[config.mk]
export PLATFORM = sky130hd
export DESIGN_NAME = piso_serializer_flat
export DESIGN_NICKNAME = d
export VERILOG_FILES = /design/src/rtl/piso_pkg.sv /design/src/rtl/piso_serializer_if.sv /design/src/rtl/piso_serializer.sv /design/src/flat_wrapper.sv
export SDC_FILE = /design/constraint.sdc
export NUM_CORES = 1
export LEC_CHECK = 0
export ABC_AREA = 1
export ABC_CLOCK_PERIOD_IN_PS = 3500
export CORE_MARGIN = 4
export CORE_UTILIZATION = 45
export DETAILED_ROUTE_END_ITERATION = 10
export PLACE_DENSITY = 0.67
export SYNTH_ARGS = -nofsm -noshare
export SYNTH_HDL_FRONTEND = slang
export SYNTH_SLANG_ARGS = --single-unit
[constraint.sdc]
create_clock -name clk -period 3.5 [get_ports clk]
set_input_delay 0.35 -clock clk [delete_from_list [all_inputs] [get_ports clk]]
set_output_delay 0.35 -clock clk [all_outputs]
set_load 0.05 [all_outputs]
[src/rtl/piso_pkg.sv]
// Shared types and helpers for the PISO frame serializer.
package piso_pkg;

    typedef enum logic [1:0] {
        IDLE   = 2'd0,
        SHIFT  = 2'd1,
        PARITY = 2'd2
    } piso_state_e;

    // Bit counter width; WIDTH is at least 2, so this is never zero.
    function automatic int piso_cnt_w(input int width);
        return $clog2(width);
    endfunction

endpackage

[src/rtl/piso_serializer_if.sv]
// Handshake and serial-output bundle between a word source and the serializer.
interface piso_serializer_if #(
    parameter int WIDTH = 32
);
    logic             clken;
    logic             load_valid;
    logic             load_ready;
    logic [WIDTH-1:0] din;
    logic             SO;
    logic             busy;
    logic             done;

    modport master (
        output clken, load_valid, din,
        input  load_ready, SO, busy, done
    );

    modport slave (
        input  clken, load_valid, din,
        output load_ready, SO, busy, done
    );
endinterface

[src/rtl/piso_serializer.sv]
// Parallel-in, serial-out frame serializer, MSB first, one bit per clken strobe.
// Optional even-parity trailer bit is built when PISO_PARITY_EN is defined.
module piso_serializer
    import piso_pkg::*;
#(
    parameter int WIDTH = 32
) (
    input  logic               clk,
    input  logic               rst,
    piso_serializer_if.slave   bus
);

    localparam int CNT_W = piso_cnt_w(WIDTH);

    piso_state_e        state_q, state_d;
    logic [WIDTH-1:0]   shreg_q, shreg_d;
    logic [CNT_W-1:0]   cnt_q,   cnt_d;
    logic               done_q,  done_d;
    logic               accept;
    logic               last_bit;
`ifdef PISO_PARITY_EN
    logic               par_q,   par_d;
`endif

    assign accept   = bus.load_valid && (state_q == IDLE);
    assign last_bit = (cnt_q == CNT_W'(WIDTH - 1));

    // Next-state for FSM, shifter and bit counter; everything holds when clken is low.
    always_comb begin
        state_d = state_q;
        shreg_d = shreg_q;
        cnt_d   = cnt_q;
        done_d  = 1'b0;
`ifdef PISO_PARITY_EN
        par_d   = par_q;
`endif
        case (state_q)
            IDLE: begin
                if (accept) begin
                    shreg_d = bus.din;
                    cnt_d   = '0;
                    state_d = SHIFT;
`ifdef PISO_PARITY_EN
                    par_d   = ^bus.din;
`endif
                end
            end
            SHIFT: begin
                if (bus.clken) begin
                    shreg_d = {shreg_q[WIDTH-2:0], 1'b0};
                    if (last_bit) begin
`ifdef PISO_PARITY_EN
                        state_d = PARITY;
`else
                        state_d = IDLE;
                        done_d  = 1'b1;
`endif
                    end else begin
                        // Counter parks at WIDTH-1 on the final bit instead of wrapping.
                        cnt_d = cnt_q + CNT_W'(1);
                    end
                end
            end
`ifdef PISO_PARITY_EN
            PARITY: begin
                if (bus.clken) begin
                    state_d = IDLE;
                    done_d  = 1'b1;
                end
            end
`endif
            default: state_d = IDLE;
        endcase
    end

    // State registers; reset aborts any frame in flight without a done pulse.
    always_ff @(posedge clk or posedge rst) begin
        if (rst) begin
            state_q <= IDLE;
            shreg_q <= '0;
            cnt_q   <= '0;
            done_q  <= 1'b0;
`ifdef PISO_PARITY_EN
            par_q   <= 1'b0;
`endif
        end else begin
            state_q <= state_d;
            shreg_q <= shreg_d;
            cnt_q   <= cnt_d;
            done_q  <= done_d;
`ifdef PISO_PARITY_EN
            par_q   <= par_d;
`endif
        end
    end

    // SO is a pure select of flop outputs, so it changes only on clock edges or reset.
`ifdef PISO_PARITY_EN
    assign bus.SO = (state_q == SHIFT)  ? shreg_q[WIDTH-1] :
                    (state_q == PARITY) ? par_q : 1'b0;
`else
    assign bus.SO = (state_q == SHIFT) ? shreg_q[WIDTH-1] : 1'b0;
`endif
    assign bus.busy       = (state_q != IDLE);
    assign bus.load_ready = (state_q == IDLE);
    assign bus.done       = done_q;

endmodule

[src/flat_wrapper.sv]
// flat-port wrapper written by rule: the top's interface ports become plain ports
module piso_serializer_flat import piso_pkg::*;
#(
    parameter int WIDTH = 32
)
  (clk, rst, bus_clken, bus_load_valid, bus_din, bus_load_ready, bus_SO, bus_busy, bus_done);
  piso_serializer_if #(.WIDTH(WIDTH)) bus_i ();
  input  logic clk;
  input  logic rst;
  input wire logic [$bits(bus_i.clken)-1:0] bus_clken;
  input wire logic [$bits(bus_i.load_valid)-1:0] bus_load_valid;
  input wire logic [$bits(bus_i.din)-1:0] bus_din;
  output wire logic [$bits(bus_i.load_ready)-1:0] bus_load_ready;
  output wire logic [$bits(bus_i.SO)-1:0] bus_SO;
  output wire logic [$bits(bus_i.busy)-1:0] bus_busy;
  output wire logic [$bits(bus_i.done)-1:0] bus_done;
  assign bus_i.clken = bus_clken;
  assign bus_i.load_valid = bus_load_valid;
  assign bus_i.din = bus_din;
  assign bus_load_ready = bus_i.load_ready;
  assign bus_SO = bus_i.SO;
  assign bus_busy = bus_i.busy;
  assign bus_done = bus_i.done;
  piso_serializer #(.WIDTH(WIDTH)) u_core (.clk(clk), .rst(rst), .bus(bus_i));
endmodule
Word-level counts from Yosys, hierarchy flattened:

Index checks and enable logic that the tools add are counted.

* logic and storage cells: 33
* input bits: 36
* output and inout port bits: 4
* register bits: 40

* add/subtract/negate cells: 1
* mux-type cells: 15
* equal/unequal tests: 6
* reductions and logical operators: 7

Operators with widths (count)
* 2-to-1 mux 32 bit: 2
* one-hot mux 32 bit (2 select lines): 1
* 2-to-1 mux 5 bit: 3
* one-hot mux 5 bit (2 select lines): 1
* 2-to-1 mux 2 bit: 3
* AND reduction 3 bit: 2
* adder 5 x 1 -> 5 bit, second input constant: 1
* == test 5 bit, second input constant: 1
* 2-to-1 mux 1 bit: 4
* != test 2 x 1 -> 1 bit, second input constant: 2
* != test 2 bit, second input constant: 2
* one-hot mux 2 bit (2 select lines): 1
* AND reduction 4 bit: 1
* nonzero test 2 bit: 2
* == test 2 x 1 -> 1 bit, second input constant: 1
* zero test 2 bit: 1
* logical AND 1 bit: 1

Depth between registers and ports, before layout:

Gate-level depths: netlist (run 1).

* depth in word-level cells: 4
* mapped depth: 7
* depth with buffers taken out: 7

Worst setup path before layout (run 1):

Ideal clock, no wire load.

* path kind: flip-flop to output port
* start point: reg u_core.state_q[0]
* end point: out bus_SO
* required time: 3150 ps
* arrival: 1344 ps
* cell stages (with the launch flop): 5
* path buffers: 2
* path slack: 1806 ps
* cell sequence: dfrtp_1 > buf_6 > buf_6 > nand2_1 > inv_1

* word-level cells in the longest chain between the ends: 2

RTL lines
* start: declaration: RTL line piso_serializer.sv:15 `piso_state_e state_q, state_d;`
* start signal: assignment: RTL line piso_serializer.sv:87 `state_q <= state_d;`
* == test 2 x 1 -> 1 bit: RTL line piso_serializer.sv:102 `assign bus.SO = (state_q == SHIFT) ? shreg_q[WIDTH-1] : 1'b0;`
* 2-to-1 mux 1 bit: RTL line piso_serializer.sv:102
* end: declaration: RTL line flat_wrapper.sv:14 `output wire logic [$bits(bus_i.SO)-1:0] bus_SO;`

Every way passes these cells.

Worst setup path in the final report (run 1):

Ends and elaborated chain as after synthesis.

==> out/metrics.csv, run 1 <==
stage;metric;value;unit
timing;min cycle time layout;2580;ps
global_route;vias in the first global route;1624;
timing;clock skew;9.43;ps
run_status;status;completed;
global_route;largest net degree at the start of global routing;36;
final_layout;Finished Cell Area;0.00275;sq mm
routing;per-cell routed wire length;13.8;microns
timing;# setup viols final;0;
cts;H-tree depth;2;
placed_design;dpl hpwl;2800;microns
cts;Post-CTS Resized;0;
power;worst vdd ir;0.000344;V
critical_path;worst-path maximum fanout;26;
critical_path;Worst EP arrival;2230;ps
synthesis;sequential element share of the synthesized area;42.1;%
power;P_leak;1.18;nW
timing;setup tns final;0;ps
routing;routed wire length;4410;microns
cts;Clock transition at path regs;80;ps
critical_path;Setup crit end;bus_SO;
final_layout;P&R area growth vs syn;18.7;%
cts;CTS tree;done;
timing;final hold violations;0;
routing;vias;1600;
cts;TritonCTS Sinks;39;
global_route;total grt overflow;0;
critical_path;CP peak stage delay;790;ps
critical_path;Crit. End Element;primary output;
synthesis;Yosys warnings;0;
floorplan;I/O Pins;40;
hold_path;Hold WC Path Type;in -> async;
synthesis;Synth cell types;25;
final_layout;fillers;438;
final_layout;Post-Route Utilization;56.7;%
placed_design;Port Buffer Count;39;
critical_path;critical path type;reg -> out;
final_layout;register area;976;sq um
synthesis;syn_area_per_cell;10.5;sq um
critical_path;RR Endpoint;u_core.shreg_q[30];
timing;unrepaired setup endpoints after global routing;false;
routing;Routed Antenna Nets;0;
critical_path;critical path startpoint category;flip-flop;
synthesis;syn_nets;258;
cts;Clock Latency Late Sink;290;ps
cts;CTS Buffer Depth;2;
placed_design;Placed Instance Area;0.00263;sq mm
synthesis;Gate Count Post-Synth;220;
routing;Starting DRT DRC Count;106;
floorplan;Rows;25;
critical_path;RR Startpoint;u_core.state_q[0];
critical_path;CP startpoint;u_core.state_q[0];
cts;CTS buffer count;5;
synthesis;mapped cell area;0.00232;sq mm
cts;setup bufs post-CTS;0;
global_route;antenna violations before repair;0;
final_layout;area occupied by multi-input gates;0.00113;sq mm
final_layout;Nets;290;
timing;max-slew violation count;0;
job;max_cap viols;0;
routing;Avg Vias per Cell;5.00;
critical_path;crit-path cells;buf_4 -> nand2_1 -> inv_1 -> clkdlybuf4s50_1;
power;Pwr Density;507;mW/mm^2
floorplan;die extent in y;79.7;microns
global_route;Total GRT Usage;15.4;%
routing;DRC viols;0;
critical_path;FF-to-FF setup slack;1640;ps
placed_design;gp weighted congestion;0.817;
synthesis;Yosys reg bits;39;
floorplan;Initial Util;47.8;%
floorplan;Die ar.;0.00636;sq mm
final_layout;ant diodes;0;
cts;CTS Hold Bufs;0;
global_route;first-pass GRT wire length;7670;microns
final_layout;layout cell share with drive strength beyond 1;30.0;%
floorplan;Core Footprint;0.00485;sq mm
timing;crit share post-route;73.9;%
critical_path;Crit path required time;3150;ps
floorplan;chip width;79.7;microns
timing;Fmax achieved;0.387;GHz
critical_path;WP depth;4;
critical_path;worst path bufs/invs;3;
critical_path;Slowest-stage cell, CP;clkdlybuf4s50_1;
routing;TritonRoute pass-1 iters;4;
critical_path;reg2reg path depth;5;
cts;Root Buffer;clkbuf_8;
critical_path;CP delay by family, top;buffers and inverters;
timing;Worst slew margin;53.3;%
timing;Slew @ Worst Pin;699;ps
[cell usage after synthesis]
library cell | n | area share (%)
nand2_1 | 19 | 3.1
o21ai_2 | 2 | 0.76
buf_4 | 3 | 0.97
dfrtp_1 | 39 | 42
o211ai_2 | 29 | 16
nand2_2 | 29 | 7.8
buf_6 | 2 | 0.97
inv_1 | 5 | 0.81
inv_8 | 1 | 0.49
inv_2 | 1 | 0.16
buf_2 | 4 | 0.86
nor2_4 | 1 | 0.49
nor2_1 | 5 | 0.81
and3_1 | 1 | 0.27
xor2_1 | 1 | 0.38
clkbuf_8 | 3 | 1.8
or2_1 | 29 | 7.8
clkbuf_4 | 1 | 0.32
a21oi_1 | 1 | 0.22
o211ai_1 | 1 | 0.32
buf_12 | 3 | 2.6
ha_1 | 2 | 1.1
nand2_8 | 3 | 2.6
nand3_1 | 34 | 7.3
o21ai_1 | 1 | 0.22
[metrics by stage]
step	setup WS (ps)	hold slack [ps]	cells	total power [W]
after global routing	768	517	320	0.00148
after detailed placement	1190	477	312	0.00102
after CTS	866	494	320	0.00141
after global placement	1270	467	312	0.00101
after floorplan	1810	448	220	0.000930
final	915	468	320	0.00139
[placed cells by master (no fill, tap or decap), types with 2 or more instances in the layout]
cell and instances:
clkdlybuf4s50_1 39, or2_1 29, clkbuf_8 6, buf_4 2, o211ai_2 29, nand2_1 19
nand3_1 34, nand2_2 29, dfrtp_1 39, nand2_8 3, ha_1 2, inv_1 5
o21ai_2 2, nor2_1 5
[registers in the layout (all words and copies together), names as in the netlist]
signal           flops
u_core.bus.done      1
u_core.cnt_q         5
u_core.shreg_q      32
u_core.state_q       1
[routing by layer]
layer  share of wire, %  global-route usage [%]
met1                 48                    20.7
met2                 47                    24.5
met3                3.9                    3.72
met4                1.1                    5.07
met5                  0                       0
[cell type report]
type	instances	area share, %
Multi-Input combinational cell	158	41.2
Sequential cell	39	35.5
Timing Repair Buffer	41	14.7
Tap cell	67	3.05
Clock buffer	6	3.00
Clock inverter	2	1.27
Inverter	7	1.23
[cell families after synthesis]
family	synth area share [%]
AND/OR/NAND/NOR	30.3
flip-flops	42.1
AO/OA/AOI/OAI	17.2
buffers and inverters	8.97
adder cells (fa/ha/maj)	1.08
XOR/XNOR	0.378
[power breakdown]
group / switching [W] / leakage (nW) / total (W) / internal (W)
Sequential: 0.0000869 / 0.524 / 0.000662 / 0.000575
Clock: 0.000158 / 0.0612 / 0.000389 / 0.000231
Combinational: 0.000173 / 0.591 / 0.000344 / 0.000171
[worst min path at each step]
stage               startpoint                end  slack, ps  depth (start not counted)
6_report                   rst  u_core.shreg_q[7]        470                          2
5_1_grt        u_core.cnt_q[4]    u_core.cnt_q[4]        520                          2
4_1_cts        u_core.cnt_q[4]    u_core.cnt_q[4]        490                          2
3_5_place_dp   u_core.cnt_q[4]    u_core.cnt_q[4]        480                          2
3_3_place_gp   u_core.cnt_q[4]    u_core.cnt_q[4]        470                          2
2_1_floorplan  u_core.cnt_q[4]    u_core.cnt_q[4]        450                          2
Note: power is estimated with default switching activity, not from simulation.
==> run 2, diff against run 1 <==
Settings changed: ABC_CLOCK_PERIOD_IN_PS 3500 to 2100, PLACE_DENSITY 0.67 to 0.69.
Clock period 3.5 ns to 2.1 ns, I/O delays scaled along.
==> out/metrics.csv, run 2 (same netlist as run 1, synthesis figures left out) <==
stage;metric;value;unit;change
final_layout;max reg flops;32;;unchanged
floorplan;Die ar.;0.00636;sq mm;unchanged
global_route;total grt overflow;0;;unchanged
timing;Fmax achieved;0.578;GHz;
hold_path;Hold WC Path Type;in -> async;;
timing;# setup viols final;0;;unchanged
routing;Routed Antenna Nets;0;;unchanged
critical_path;Worst EP arrival;1520;ps;-710 ps
cts;Root Buffer;clkbuf_8;;
timing;min cycle time layout;1730;ps;
cts;CTS Buffer Depth;2;;unchanged
floorplan;die extent in y;79.7;microns;unchanged
timing;max-slew violation count;0;;unchanged
routing;DRC viols;0;;unchanged
timing;unrepaired setup endpoints after global routing;false;;
global_route;Total GRT Usage;14.9;%;-0.52 points
final_layout;commonest non-fill, non-tap cell in the layout;dfrtp_1;;
global_route;antenna violations before repair;0;;unchanged
floorplan;chip width;79.7;microns;unchanged
routing;per-cell routed wire length;13.4;microns;-2.4%
final_layout;most frequent cells in the layout;dfrtp_1 (39), clkdlybuf4s50_1 (36), nand3_1 (34);;
global_route;first-pass GRT wire length;7580;microns;-1.2%
timing;setup tns final;0;ps;unchanged
routing;Starting DRT DRC Count;93;;-12%
run_status;status;completed;;
timing;final hold violations;0;;unchanged
final_layout;Post-Route Utilization;57.1;%;+0.41 points
timing;crit share post-route;82.4;%;
floorplan;Rows;25;;unchanged
global_route;largest net degree at the start of global routing;40;;+11%
final_layout;area occupied by multi-input gates;0.00113;sq mm;unchanged
cts;H-tree depth;2;;unchanged
cts;Clock transition at path regs;90;ps;about the same
routing;Avg Vias per Cell;4.90;;-1.9%
final_layout;register area;976;sq um;unchanged
critical_path;critical path type;reg -> out;;
cts;setup bufs post-CTS;0;;unchanged
power;worst vdd ir;0.000649;V;+89%
routing;routed wire length;4320;microns;-2.1%
final_layout;ant diodes;0;;unchanged
cts;CTS Hold Bufs;0;;unchanged
cts;CTS tree;done;;
floorplan;Core Footprint;0.00485;sq mm;unchanged
final_layout;layout cell share with drive strength beyond 1;31.5;%;+1.5 points
routing;vias;1574;;-1.6%
final_layout;Nets;291;;+0.34%
critical_path;critical path startpoint category;flip-flop;;
power;Pwr Density;839;mW/mm^2;+65%
routing;TritonRoute pass-1 iters;4;;unchanged
final_layout;fillers;439;;+0.23%
floorplan;Initial Util;47.8;%;unchanged
final_layout;P&R area growth vs syn;19.6;%;
global_route;vias in the first global route;1668;;+2.7%
placed_design;DP Cell Count;313;;+0.32%
cts;CTS buffer count;5;;unchanged
final_layout;Reg with most FFs;u_core.shreg_q;;
placed_design;Port Buffer Count;39;;unchanged
timing;Fin Hold WS;345;ps;-123 ps
cts;Clock Latency Late Sink;290;ps;about the same
timing;Slew @ Worst Pin;496;ps;-203 ps
critical_path;Crit. End Element;primary output;;
job;max_cap viols;0;;unchanged
critical_path;worst-path maximum fanout;27;;+3.8%
cts;TritonCTS Sinks;39;;unchanged
floorplan;I/O Pins;40;;unchanged
cts;Post-CTS Resized;0;;unchanged
critical_path;Crit path required time;1890;ps;-1260 ps
timing;clock skew;9.52;ps;+0.0847 ps
final_layout;Final Instance Count excl. Fillers;321;;+0.31%
placed_design;gp weighted congestion;0.765;;-6.5%
power;P_leak;1.19;nW;+1.2%
final_layout;biggest regs;u_core.shreg_q x32, u_core.cnt_q x5;;
timing;Worst slew margin;66.8;%;+14 points
placed_design;dpl hpwl;2800;microns;about the same
-- run 2: cell types whose count changed in the layout (fill, tap and decap cells not counted), sizes merged --
cell	before	now
buf	2	6
clkbuf	6	5
clkinv	1	2
clkdlybuf4s50	39	36
-- run 2: critical path, stage by stage (launching register included) --
cell,delay [ps]
dfrtp_1,570
buf_4,320
nand2_1,100
inv_1,100
buf_12,140
-- run 2: per-stage QoR --
stage,total power (W),setup WS (ps),area (sq um)
2_1_floorplan,0.00155,546,2320
3_5_place_dp,0.00172,439,2660
5_1_grt,0.00249,206,2770
3_3_place_gp,0.00171,469,2660
6_report,0.00232,370,2770
4_1_cts,0.00236,335,2770
-- run 2: routing by layer --
layer	global-route usage [%]	up-vias	wire, microns
li1	-	810	-
met1	19.4	737	2030
met2	24.5	25	2080
met3	3.72	2	180
met4	4.56	0	24
met5	0	-	0
-- run 2: layout make-up --
| cell class | count | area share [%] |
|---|---|---|
| Sequential cell | 39 | 35.2 |
| Timing Repair Buffer | 42 | 15.5 |
| Multi-Input combinational cell | 158 | 40.9 |
| Inverter | 7 | 1.22 |
| Tap cell | 67 | 3.03 |
| Clock inverter | 3 | 1.58 |
| Clock buffer | 5 | 2.49 |
-- run 2: final timing paths --
path	from	to	slack, ps	cells past startpoint
min in group clk	u_core.cnt_q[4]	u_core.cnt_q[4]	490	2
worst min register to register	u_core.cnt_q[4]	u_core.cnt_q[4]	490	2
worst max register to register	u_core.state_q[0]	u_core.shreg_q[16]	460	5
max in group asynchronous	rst	u_core.shreg_q[20]	1410	3
worst max-delay path	u_core.state_q[0]	bus_SO	370	4
worst min-delay path	rst	u_core.shreg_q[3]	350	3
-- run 2: where the power goes --
| part | internal, W | switching (W) |
|---|---|---|
| Sequential | 0.000958 | 0.000147 |
| Clock | 0.000354 | 0.000273 |
| Combinational | 0.000302 | 0.000290 |
==> run 3, diff against run 2 <==
Settings changed: ABC_CLOCK_PERIOD_IN_PS 2100 to 1550.
Clock period 2.1 ns to 1.55 ns, I/O delays scaled along.
==> out/metrics.csv, run 3 (same netlist as run 1, synthesis figures left out) <==
stage;metric;value;unit;change
cts;CTS buffer count;5;;unchanged
cts;Clock transition at path regs;80;ps;about the same
run_status;status;completed;;
floorplan;chip width;79.7;microns;unchanged
critical_path;reg2reg path depth;7;;+2
power;Int Pwr;0.00205;W;+27%
floorplan;Die ar.;0.00636;sq mm;unchanged
timing;setup tns final;0;ps;unchanged
timing;Slew @ Worst Pin;448;ps;-48.5 ps
global_route;Total GRT Usage;15.8;%;+0.88 points
critical_path;CP startpoint;u_core.cnt_q[1];;
timing;max-slew violation count;0;;unchanged
final_layout;most frequent cells in the layout;dfrtp_1 (39), clkdlybuf4s50_1 (35), nand3_1 (34);;
critical_path;worst-path maximum fanout;3;;-89%
placed_design;dpl hpwl;3180;microns;+13%
power;Reg power frac;49.7;%;+2.2 points
final_layout;Post-Route Utilization;57.8;%;+0.70 points
final_layout;Reg with most FFs;u_core.shreg_q;;
timing;clock skew;9.68;ps;+0.162 ps
timing;# setup viols final;0;;unchanged
routing;TritonRoute pass-1 iters;4;;unchanged
critical_path;FF-to-FF setup slack;100;ps;-360 ps
final_layout;fillers;446;;+1.6%
critical_path;Worst EP arrival;1630;ps;+110 ps
cts;TritonCTS Sinks;39;;unchanged
final_layout;commonest non-fill, non-tap cell in the layout;dfrtp_1;;
critical_path;critical path type;reg -> reg;;
floorplan;I/O Pins;40;;unchanged
power;Comb pwr share;28.4;%;+2.9 points
power;Final Power;0.00302;W;+30%
global_route;most used routing layer in global routing;met1;;
critical_path;Crit path required time;1730;ps;-160 ps
routing;routed wire length;4640;microns;+7.5%
power;worst vdd ir;0.000833;V;+28%
routing;Avg Vias per Cell;5.03;;+2.6%
cts;Root Buffer;clkbuf_8;;
power;Net Sw Frac;32.1;%;+1.5 points
critical_path;Crit. End Element;flip-flop;;
timing;Worst slew margin;70.1;%;+3.3 points
global_route;first-pass GRT wire length;7800;microns;+2.8%
job;max_cap viols;0;;unchanged
global_route;met2 Use GR;22.1;%;-2.3 points
routing;per-cell routed wire length;14.1;microns;+5.2%
placed_design;Placed Instance Area;0.00271;sq mm;+2.1%
final_layout;ant diodes;0;;unchanged
final_layout;layout cell share with drive strength beyond 1;33.3;%;+1.8 points
global_route;total grt overflow;0;;unchanged
timing;Fmax achieved;0.691;GHz;
final_layout;max reg flops;32;;unchanged
final_layout;P&R area growth vs syn;21.0;%;
final_layout;Nets;298;;+2.4%
timing;unrepaired setup endpoints after global routing;false;;
floorplan;Rows;25;;unchanged
cts;CTS Buffer Depth;2;;unchanged
global_route;vias in the first global route;1576;;-5.5%
timing;final hold violations;0;;unchanged
placed_design;gp weighted congestion;0.812;;+6.2%
timing;min cycle time layout;1450;ps;
critical_path;critical path startpoint category;flip-flop;;
placed_design;Port Buffer Count;39;;unchanged
power;Psw;0.000969;W;+36%
final_layout;biggest regs;u_core.shreg_q x32, u_core.cnt_q x5;;
critical_path;RR Startpoint;u_core.cnt_q[1];;
cts;H-tree depth;2;;unchanged
cts;CTS tree;done;;
power;Clk pwr share;21.9;%;-5.1 points
floorplan;Core Footprint;0.00485;sq mm;unchanged
global_route;grt met1 use;23.7;%;+4.3 points
final_layout;Finished Cell Area;0.00280;sq mm;+1.2%
routing;Starting DRT DRC Count;106;;+14%
routing;DRC viols;0;;unchanged
critical_path;RR Endpoint;u_core.cnt_q[2];;
global_route;met3 Use GR;3.84;%;+0.11 points
routing;vias;1650;;+4.8%
critical_path;Setup crit end;u_core.cnt_q[2];;
cts;Clock Latency Late Sink;290;ps;about the same
hold_path;Hold WC Path Type;in -> async;;
timing;crit share post-route;93.4;%;
power;P_leak;1.21;nW;+1.8%
global_route;largest net degree at the start of global routing;33;;-18%
floorplan;Initial Util;47.8;%;unchanged
global_route;antenna violations before repair;0;;unchanged
power;Pwr Density;1080;mW/mm^2;+28%
floorplan;die extent in y;79.7;microns;unchanged
routing;Routed Antenna Nets;0;;unchanged
## run 3: changes by cell type in the layout (fill, tap and decap cells not counted), sizes merged
| cell | before | now |
|---|---|---|
| buf | 6 | 14 |
| bufinv | 1 | 0 |
| clkbuf | 5 | 7 |
| clkdlybuf4s50 | 36 | 35 |
| clkinv | 2 | 1 |
## run 3: final cells by class
cell class	instances	area (sq um)	area share (%)
Multi-Input combinational cell	158	1130	40.5
Timing Repair Buffer	49	493	17.6
Sequential cell	39	976	34.8
Tap cell	67	83.8	2.99
Clock buffer	7	76.3	2.72
Inverter	7	33.8	1.21
Clock inverter	1	5.00	0.179
## run 3: power groups by stage
stage | clock network [W] | registers [W] | logic (W)
floorplan | 0 | 0.00147 | 0.000627
global placement | 0 | 0.00151 | 0.000820
detailed placement | 0 | 0.00152 | 0.000845
CTS | 0.000685 | 0.00150 | 0.000850
global route | 0.000748 | 0.00154 | 0.000959
finish | 0.000662 | 0.00150 | 0.000857
## run 3: how the worst min path moves through the flow
stage	startpoint	to	slack [ps]
3_3_place_gp	u_core.cnt_q[4]	u_core.cnt_q[4]	480
2_1_floorplan	bus_load_valid	u_core.state_q[0]	290
5_1_grt	rst	u_core.shreg_q[4]	210
6_report	rst	u_core.shreg_q[4]	170
3_5_place_dp	u_core.cnt_q[4]	u_core.cnt_q[4]	480
4_1_cts	rst	u_core.shreg_q[4]	180
## run 3: timing repair
item / 4_1_cts / 5_1_grt
hold buffers: 0 / 0
endpoints found under the setup margin: 0 / 4
buffers inserted: 0 / 1
resized for setup: 0 / 1
## run 3: worst max-delay path, stage by stage (launching register included)
cell	delay [ps]
dfrtp_1	400
ha_1	210
and3_1	190
ha_2	200
o21ai_2	180
inv_2	60
nand2_1	50
nand2_1	50
## run 3: metrics by stage
| step | hold slack (ps) | instances | setup slack (ps) |
|---|---|---|---|
| after floorplan | 293 | 220 | 14.9 |
| after global placement | 476 | 319 | 77.4 |
| after detailed placement | 475 | 319 | 32.2 |
| after CTS | 178 | 327 | 20.1 |
| after global routing | 213 | 328 | 14.7 |
| final | 167 | 328 | 102 |
## run 3: layer usage
metal	wire length, microns	vias up
met4	51	0
li1	-	826
met2	2200	31
met3	209	4
met5	0	-
met1	2180	789
